### src/rtl/mips_multicycle_controller.sv
// ============================================================================
// Module   : mips_multicycle_controller
// Purpose  : Moore control FSM for a shared-memory multi-cycle MIPS datapath
//            with memory wait states and timeout / illegal-instruction halt.
//            Optional macro PERF_COUNTERS_EN adds cycle and instruction counters.
// Revision : 1.0 - initial release
// ============================================================================
`timescale 1ns/1ps
`default_nettype none

module mips_multicycle_controller #(
  parameter int MAX_WAIT = 15
`ifdef PERF_COUNTERS_EN
  , parameter int CNT_W = 32
`endif
) (
  input  logic       clk,
  input  logic       rst,
  input  logic [5:0] opcode,
  input  logic [5:0] funct,
  input  logic       zero,
  input  logic       mem_ready,
  output logic       pc_write,
  output logic       i_or_d,
  output logic       mem_read,
  output logic       mem_write,
  output logic       ir_write,
  output logic       reg_dest,
  output logic       mem_to_reg,
  output logic       reg_write,
  output logic       jal,
  output logic       alu_src_a,
  output logic [1:0] alu_src_b,
  output logic [2:0] alu_operation,
  output logic [1:0] pc_src,
  output logic       halted,
  output logic [1:0] halt_cause
`ifdef PERF_COUNTERS_EN
  , output logic [CNT_W-1:0] cycle_count,
  output logic [CNT_W-1:0] instr_count
`endif
);

  localparam logic [3:0] S_IDLE      = 4'd0,  S_FETCH    = 4'd1,  S_DECODE  = 4'd2,
                         S_MEM_ADDR  = 4'd3,  S_MEM_READ = 4'd4,  S_MEM_WB  = 4'd5,
                         S_MEM_WRITE = 4'd6,  S_EXEC_R   = 4'd7,  S_R_WB    = 4'd8,
                         S_EXEC_I    = 4'd9,  S_I_WB     = 4'd10, S_BRANCH  = 4'd11,
                         S_JUMP      = 4'd12, S_JAL      = 4'd13, S_JR      = 4'd14,
                         S_HALT      = 4'd15;

  localparam logic [5:0] OP_RTYPE = 6'b000000, OP_LW  = 6'b100011, OP_SW   = 6'b101011,
                         OP_ADDI  = 6'b001000, OP_SLTI = 6'b001010, OP_BEQ = 6'b000100,
                         OP_BNE   = 6'b000101, OP_J    = 6'b000010, OP_JAL = 6'b000011;
  localparam logic [5:0] FN_JR = 6'b001000;

  localparam logic [1:0] CAUSE_ILLEGAL = 2'b01, CAUSE_TIMEOUT = 2'b10;
  localparam logic [7:0] WAIT_LAST = 8'(MAX_WAIT - 1);

  logic [3:0] state, next_state;
  logic [1:0] next_cause, cause_q;
  logic [7:0] wait_cnt;
  logic [5:0] op_q;
  logic       mem_state, timeout;

  function automatic logic r_legal(input logic [5:0] f);
    return (f == 6'b100000) || (f == 6'b100010) || (f == 6'b100100) ||
           (f == 6'b100101) || (f == 6'b101010);
  endfunction

  function automatic logic [2:0] r_alu_op(input logic [5:0] f);
    case (f)
      6'b100010: return 3'b110;
      6'b100100: return 3'b000;
      6'b100101: return 3'b001;
      6'b101010: return 3'b111;
      default:   return 3'b010;
    endcase
  endfunction

  assign mem_state = (state == S_FETCH) || (state == S_MEM_READ) || (state == S_MEM_WRITE);
  assign timeout   = mem_state && !mem_ready && (wait_cnt == WAIT_LAST);

  always_ff @(posedge clk or negedge rst) begin
    if (!rst) state <= S_IDLE;
    else      state <= next_state;
  end

  // Wait counter, halt cause and the opcode latched in DECODE for later states.
  always_ff @(posedge clk or negedge rst) begin
    if (!rst) begin
      wait_cnt <= 8'd0;
      cause_q  <= 2'b00;
      op_q     <= 6'd0;
    end else begin
      if (mem_state && !mem_ready && next_state == state) wait_cnt <= wait_cnt + 8'd1;
      else                                                 wait_cnt <= 8'd0;
      if (next_state == S_HALT && state != S_HALT) cause_q <= next_cause;
      if (state == S_DECODE) op_q <= opcode;
    end
  end

  always_comb begin
    next_state = state;
    next_cause = 2'b00;
    case (state)
      S_IDLE:      next_state = S_FETCH;
      S_FETCH:     if (mem_ready) next_state = S_DECODE;
                   else if (timeout) begin next_state = S_HALT; next_cause = CAUSE_TIMEOUT; end
      S_DECODE: begin
        case (opcode)
          OP_LW, OP_SW:     next_state = S_MEM_ADDR;
          OP_ADDI, OP_SLTI: next_state = S_EXEC_I;
          OP_BEQ, OP_BNE:   next_state = S_BRANCH;
          OP_J:             next_state = S_JUMP;
          OP_JAL:           next_state = S_JAL;
          OP_RTYPE:
            if (r_legal(funct))    next_state = S_EXEC_R;
            else if (funct == FN_JR) next_state = S_JR;
            else begin next_state = S_HALT; next_cause = CAUSE_ILLEGAL; end
          default: begin next_state = S_HALT; next_cause = CAUSE_ILLEGAL; end
        endcase
      end
      S_MEM_ADDR:  next_state = (op_q == OP_LW) ? S_MEM_READ : S_MEM_WRITE;
      S_MEM_READ:  if (mem_ready) next_state = S_MEM_WB;
                   else if (timeout) begin next_state = S_HALT; next_cause = CAUSE_TIMEOUT; end
      S_MEM_WRITE: if (mem_ready) next_state = S_FETCH;
                   else if (timeout) begin next_state = S_HALT; next_cause = CAUSE_TIMEOUT; end
      S_EXEC_R:    next_state = S_R_WB;
      S_EXEC_I:    next_state = S_I_WB;
      S_MEM_WB, S_R_WB, S_I_WB, S_BRANCH, S_JUMP, S_JAL, S_JR: next_state = S_FETCH;
      S_HALT:      next_state = S_HALT;
      default:     next_state = S_IDLE;
    endcase
  end

  always_comb begin
    pc_write = 1'b0; i_or_d = 1'b0; mem_read = 1'b0; mem_write = 1'b0;
    ir_write = 1'b0; reg_dest = 1'b0; mem_to_reg = 1'b0; reg_write = 1'b0;
    jal = 1'b0; alu_src_a = 1'b0; alu_src_b = 2'b00; alu_operation = 3'b010;
    pc_src = 2'b00; halted = 1'b0; halt_cause = 2'b00;
    case (state)
      S_IDLE:      alu_operation = 3'b000;
      S_FETCH: begin
        mem_read = 1'b1; alu_src_b = 2'b01;
        ir_write = mem_ready; pc_write = mem_ready;
      end
      S_DECODE:    alu_src_b = 2'b11;
      S_MEM_ADDR:  begin alu_src_a = 1'b1; alu_src_b = 2'b10; end
      S_MEM_READ:  begin mem_read = 1'b1; i_or_d = 1'b1; end
      S_MEM_WB:    begin reg_write = 1'b1; mem_to_reg = 1'b1; end
      S_MEM_WRITE: begin mem_write = 1'b1; i_or_d = 1'b1; end
      S_EXEC_R:    begin alu_src_a = 1'b1; alu_operation = r_alu_op(funct); end
      S_R_WB:      begin reg_write = 1'b1; reg_dest = 1'b1; alu_operation = r_alu_op(funct); end
      S_EXEC_I: begin
        alu_src_a = 1'b1; alu_src_b = 2'b10;
        alu_operation = (op_q == OP_SLTI) ? 3'b111 : 3'b010;
      end
      S_I_WB: begin
        reg_write = 1'b1;
        alu_operation = (op_q == OP_SLTI) ? 3'b111 : 3'b010;
      end
      S_BRANCH: begin
        alu_src_a = 1'b1; alu_operation = 3'b110; pc_src = 2'b01;
        pc_write = (op_q == OP_BNE) ? ~zero : zero;
      end
      S_JUMP:      begin pc_src = 2'b10; pc_write = 1'b1; end
      S_JAL:       begin pc_src = 2'b10; pc_write = 1'b1; reg_write = 1'b1; jal = 1'b1; end
      S_JR:        begin pc_src = 2'b11; pc_write = 1'b1; end
      S_HALT:      begin alu_operation = 3'b000; halted = 1'b1; halt_cause = cause_q; end
      default:     alu_operation = 3'b000;
    endcase
  end

`ifdef PERF_COUNTERS_EN
  always_ff @(posedge clk or negedge rst) begin
    if (!rst) begin
      cycle_count <= '0;
      instr_count <= '0;
    end else begin
      if (state != S_IDLE && state != S_HALT) cycle_count <= cycle_count + 1'b1;
      if (state != S_IDLE && state != S_FETCH && next_state == S_FETCH)
        instr_count <= instr_count + 1'b1;
    end
  end
`endif

endmodule

`default_nettype wire

### config.mk
export PLATFORM = sky130hd
export DESIGN_NAME = mips_multicycle_controller
export DESIGN_NICKNAME = d
export VERILOG_FILES = /design/src/rtl/mips_multicycle_controller.sv
export SDC_FILE = /design/constraint.sdc
export NUM_CORES = 1
export LEC_CHECK = 0
export ABC_CLOCK_PERIOD_IN_PS = 4370
export BUFFER_PORTS_ARGS = -buffer_cell sky130_fd_sc_hd__buf_2
export CORE_ASPECT_RATIO = 0.7
export CORE_UTILIZATION = 40
export DETAILED_ROUTE_END_ITERATION = 7
export GPL_ROUTABILITY_DRIVEN = 0
export PLACE_DENSITY_LB_ADDON = 0.15
export SLEW_MARGIN = 0
export SYNTH_ARGS = -nofsm -noshare
export SYNTH_HDL_FRONTEND = slang
export SYNTH_SLANG_ARGS = --single-unit
### constraint.sdc
create_clock -name clk -period 4.37 [get_ports clk]
set_input_delay 0.6555 -clock clk [delete_from_list [all_inputs] [get_ports clk]]
set_output_delay 0.6555 -clock clk [all_outputs]
set_load 0.02 [all_outputs]
==> impl_metrics.csv <==
group,metric,value,unit
synthesis,post_synth.cell_area_avg,7.78,µm²
synthesis,post_synth_edffs,0,
global_route,grt_max_degree,27,
die,dieHeight,53.9,µm
timing,finalMaxSlewViolations,0,
drt,route.detailed.wl_per_inst,13.7,µm
critical_path,cell_with_the_largest_stage_delay_on_the_worst_path,"sky130_fd_sc_hd__dfrtp_1",
job,cap_viol_max_count,0,
critical_path,worst-path-buf-inv,1,
timing,worst_clock_skew,0.00863,ns
cts,cts_hold_buf,0,
timing,fmax,0.337,GHz
synthesis,synth_xor_area_share,3.98,%
synthesis,synth_compound_gate_area_share,21.6,%
power,ir_worst_vdd,0.317,mV
critical_path,rr_worst_depth,6,
drt,average_via_count_per_standard_cell,5.54,
synthesis,syn-cell-area,1540,µm²
placed_design,buffer_ports.inserted,35,
critical_path,critical_path.top_delay_family,"simple AND/OR/NAND/NOR gates",
timing,fin_tns_setup,0,ns
cts,clock_tree.root_cell,"sky130_fd_sc_hd__clkbuf_8",
layout,layout.core_utilization,50.4,%
hold_path,class_of_the_worst_hold_path,"input pin to asynchronous set/reset pin",
layout,area_growth_syn_to_layout,18.0,%
drt,detail_route.wirelength,3830,µm
synthesis,area_share_of_and_or_nand_nor_cells_after_synthesis,36.3,%
layout,finish.cell_count_without_fillers,279,
synthesis,synth-async-reset-ratio,100,%
die,fp.dieArea,4110,µm²
synthesis,synth_warnings,0,
power,total_leakage_power,0.817,nW
placed_design,placed_cells_incl_taps,275,
timing,setup_viol,0,
timing,rsz0062_at_grt,"false",
die,rows,18,
cts,clockBufferDepth,2,
timing,finalHoldViolations,0,
synthesis,postSynthCellCount,198,
cts,post_cts_buffers,0,
drt,detailedRoute.firstPassIterationCount,4,
placed_design,dp_slack,1.74,ns
synthesis,synth.ff_latch_count,20,
cts,cts_made_buffers,3,
die,ioPinCount,36,
timing,final.hold.worst_slack,0.329,ns
placed_design,hpwlAfterDp,2870,µm
cts,cts.clk_slew.worst_paths,0.08,ns
power,power.density,595,nW/µm²
cts,cts-resized-gates,0,
global_route,vias_in_the_first_global_route,1323,
run_status,status,"finished, final reports clean",
synthesis,synth_top_flop_cell,"sky130_fd_sc_hd__dfrtp_1",
timing,worst-slew-pin-transition,0.729,ns
critical_path,cp_cell_sequence,"nor2b_1 -> nor2_1 -> nor4b_1 -> nand3_1 -> o41ai_1 -> a31o_2 -> buf_2",
drt,vias,1545,
layout,final_net_count,248,
synthesis,synth-adder-area-share,1.62,%
critical_path,worstPathRequired,3.71,ns
critical_path,crit_cells,7,
synthesis,syn_nets,216,
layout,layout.cells.most_common_list,"sky130_fd_sc_hd__buf_2 (35), sky130_fd_sc_hd__nand2_1 (33), sky130_fd_sc_hd__nor2_1 (22), sky130_fd_sc_hd__dfrtp_1 (20), sky130_fd_sc_hd__o21ai_0 (13)",
critical_path,kind_of_critical_path,"flop to primary output",
critical_path,critPathLaunchType,"flop",
cts,worst_skew_late_latency,0.26,ns
die,fp.coreArea,3600,µm²
timing,layout_setup_ws,1.40,ns
cts,cts.sink_count,20,
global_route,gr-usage-all-layers,19.6,%
layout,diodes,0,
drt,ant_nets,0,
global_route,grt_overflow_total,0,
layout,layout_commonest_cell,"sky130_fd_sc_hd__buf_2",
drt,dr.first_iter.drc_count,128,
timing,post-route-period-util,68.0,%
drt,post-route-drc-count,0,
timing,slew_margin_rel,51.4,%
die,initial_core_util,42.7,%
critical_path,max_stage_delay,0.82,ns
synthesis,synth_top_family_by_area,"simple AND/OR/NAND/NOR gates",
cts,tritoncts,"yes",
synthesis,synthDistinctLibCells,52,
cts,clock_tree.htree_level_count,1,
global_route,grt_first_pass_wirelength,6290,µm
timing,layout_min_cycle_time,2.97,ns
critical_path,arrival_time_of_data_at_the_critical_path_endpoint,2.32,ns
synthesis,synth.area.mux_share,0.650,%
global_route,grt_antenna_before_repair,0,
critical_path,worst_setup_end_kind,"primary output",
critical_path,cp_max_fo,26,
die,die-width,76.2,µm
synthesis,synth_seq_area_share,32.5,%
layout,drive_gt1_share,19.7,%
==> cell families after synthesis <==
logic type               count (synthesis)
AO/OA/AOI/OAI                           48
XOR/XNOR                                 7
adder cells (fa/ha/maj)                  2
buffers and inverters                   13
flip-flops                              20
multiplexers                             1
AND/OR/NAND/NOR                        107
==> synth_stat cells (all sizes together) (2+ instances only) <==
cell type / instances / area share (%)
nor3b: 5 / 2.4
a22oi: 2 / 0.97
nor2b: 7 / 2.8
nor3: 7 / 2.6
xor2: 5 / 2.8
o21a: 4 / 1.9
nand2b: 6 / 2.9
or4b: 3 / 1.9
or3: 4 / 1.6
nand3: 6 / 1.9
a21o: 2 / 0.97
dfrtp: 20 / 32
inv: 5 / 1.2
and2: 5 / 2.0
o21ai: 13 / 4.2
clkbuf: 3 / 0.73
a21oi: 8 / 2.6
ha: 2 / 1.6
nand2: 33 / 8.0
o41ai: 2 / 1.1
nand4: 2 / 0.81
buf: 5 / 1.4
xnor2: 2 / 1.1
nor2: 22 / 5.4
nor4bb: 2 / 1.3
==> metal layers <==
layer	vias up	GRT usage (%)	share of wire (%)	wire (µm)
met5	-	0	0	0
met4	0	1.60	0	0
met3	0	6.44	7.9	304
met2	49	30.3	43	1630
met1	712	27.8	49	1890
li1	784	-	-	-
==> report_power, final <==
part | total [W] | internal (W) | switching [W]
clock network | 0.000182 | 0.000122 | 0.0000601
registers | 0.000365 | 0.000237 | 0.000128
logic | 0.000533 | 0.000217 | 0.000317
total | 0.00108 | 0.000576 | 0.000505
==> state kept, by name (all words and copies together), names as in the netlist <==
signal,cells
wait_cnt,8
state,4
op_q,6
cause_q,2
==> path summary, 6_finish.rpt <==
check                            from          endpoint  slack, ns
max                          state[0]  alu_operation[2]       1.40
min                               rst       wait_cnt[5]       0.33
max reg2reg                  state[0]       wait_cnt[4]       1.92
min reg2reg                cause_q[0]        cause_q[0]       0.48
max in group asynchronous         rst           op_q[0]       3.73
min in group clk           cause_q[0]        cause_q[0]       0.48
==> final cells by class <==
type	count	area [µm²]
repair buffers	35	175
fillers	365	1790
well taps	50	62.6
clock buffers	3	41.3
inverters	5	18.8
flip-flops and latches	20	500
clock inverters	1	30.0
multi-input cells	165	988
==> stage by stage <==
stage	area, µm²	power (W)
final	1820	0.00108
after global routing	1820	0.00117
after CTS	1820	0.00108
after detailed placement	1750	0.000898
after global placement	1750	0.000899
after floorplan	1540	0.000746
No activity file was read; power rests on OpenSTA's default activity.
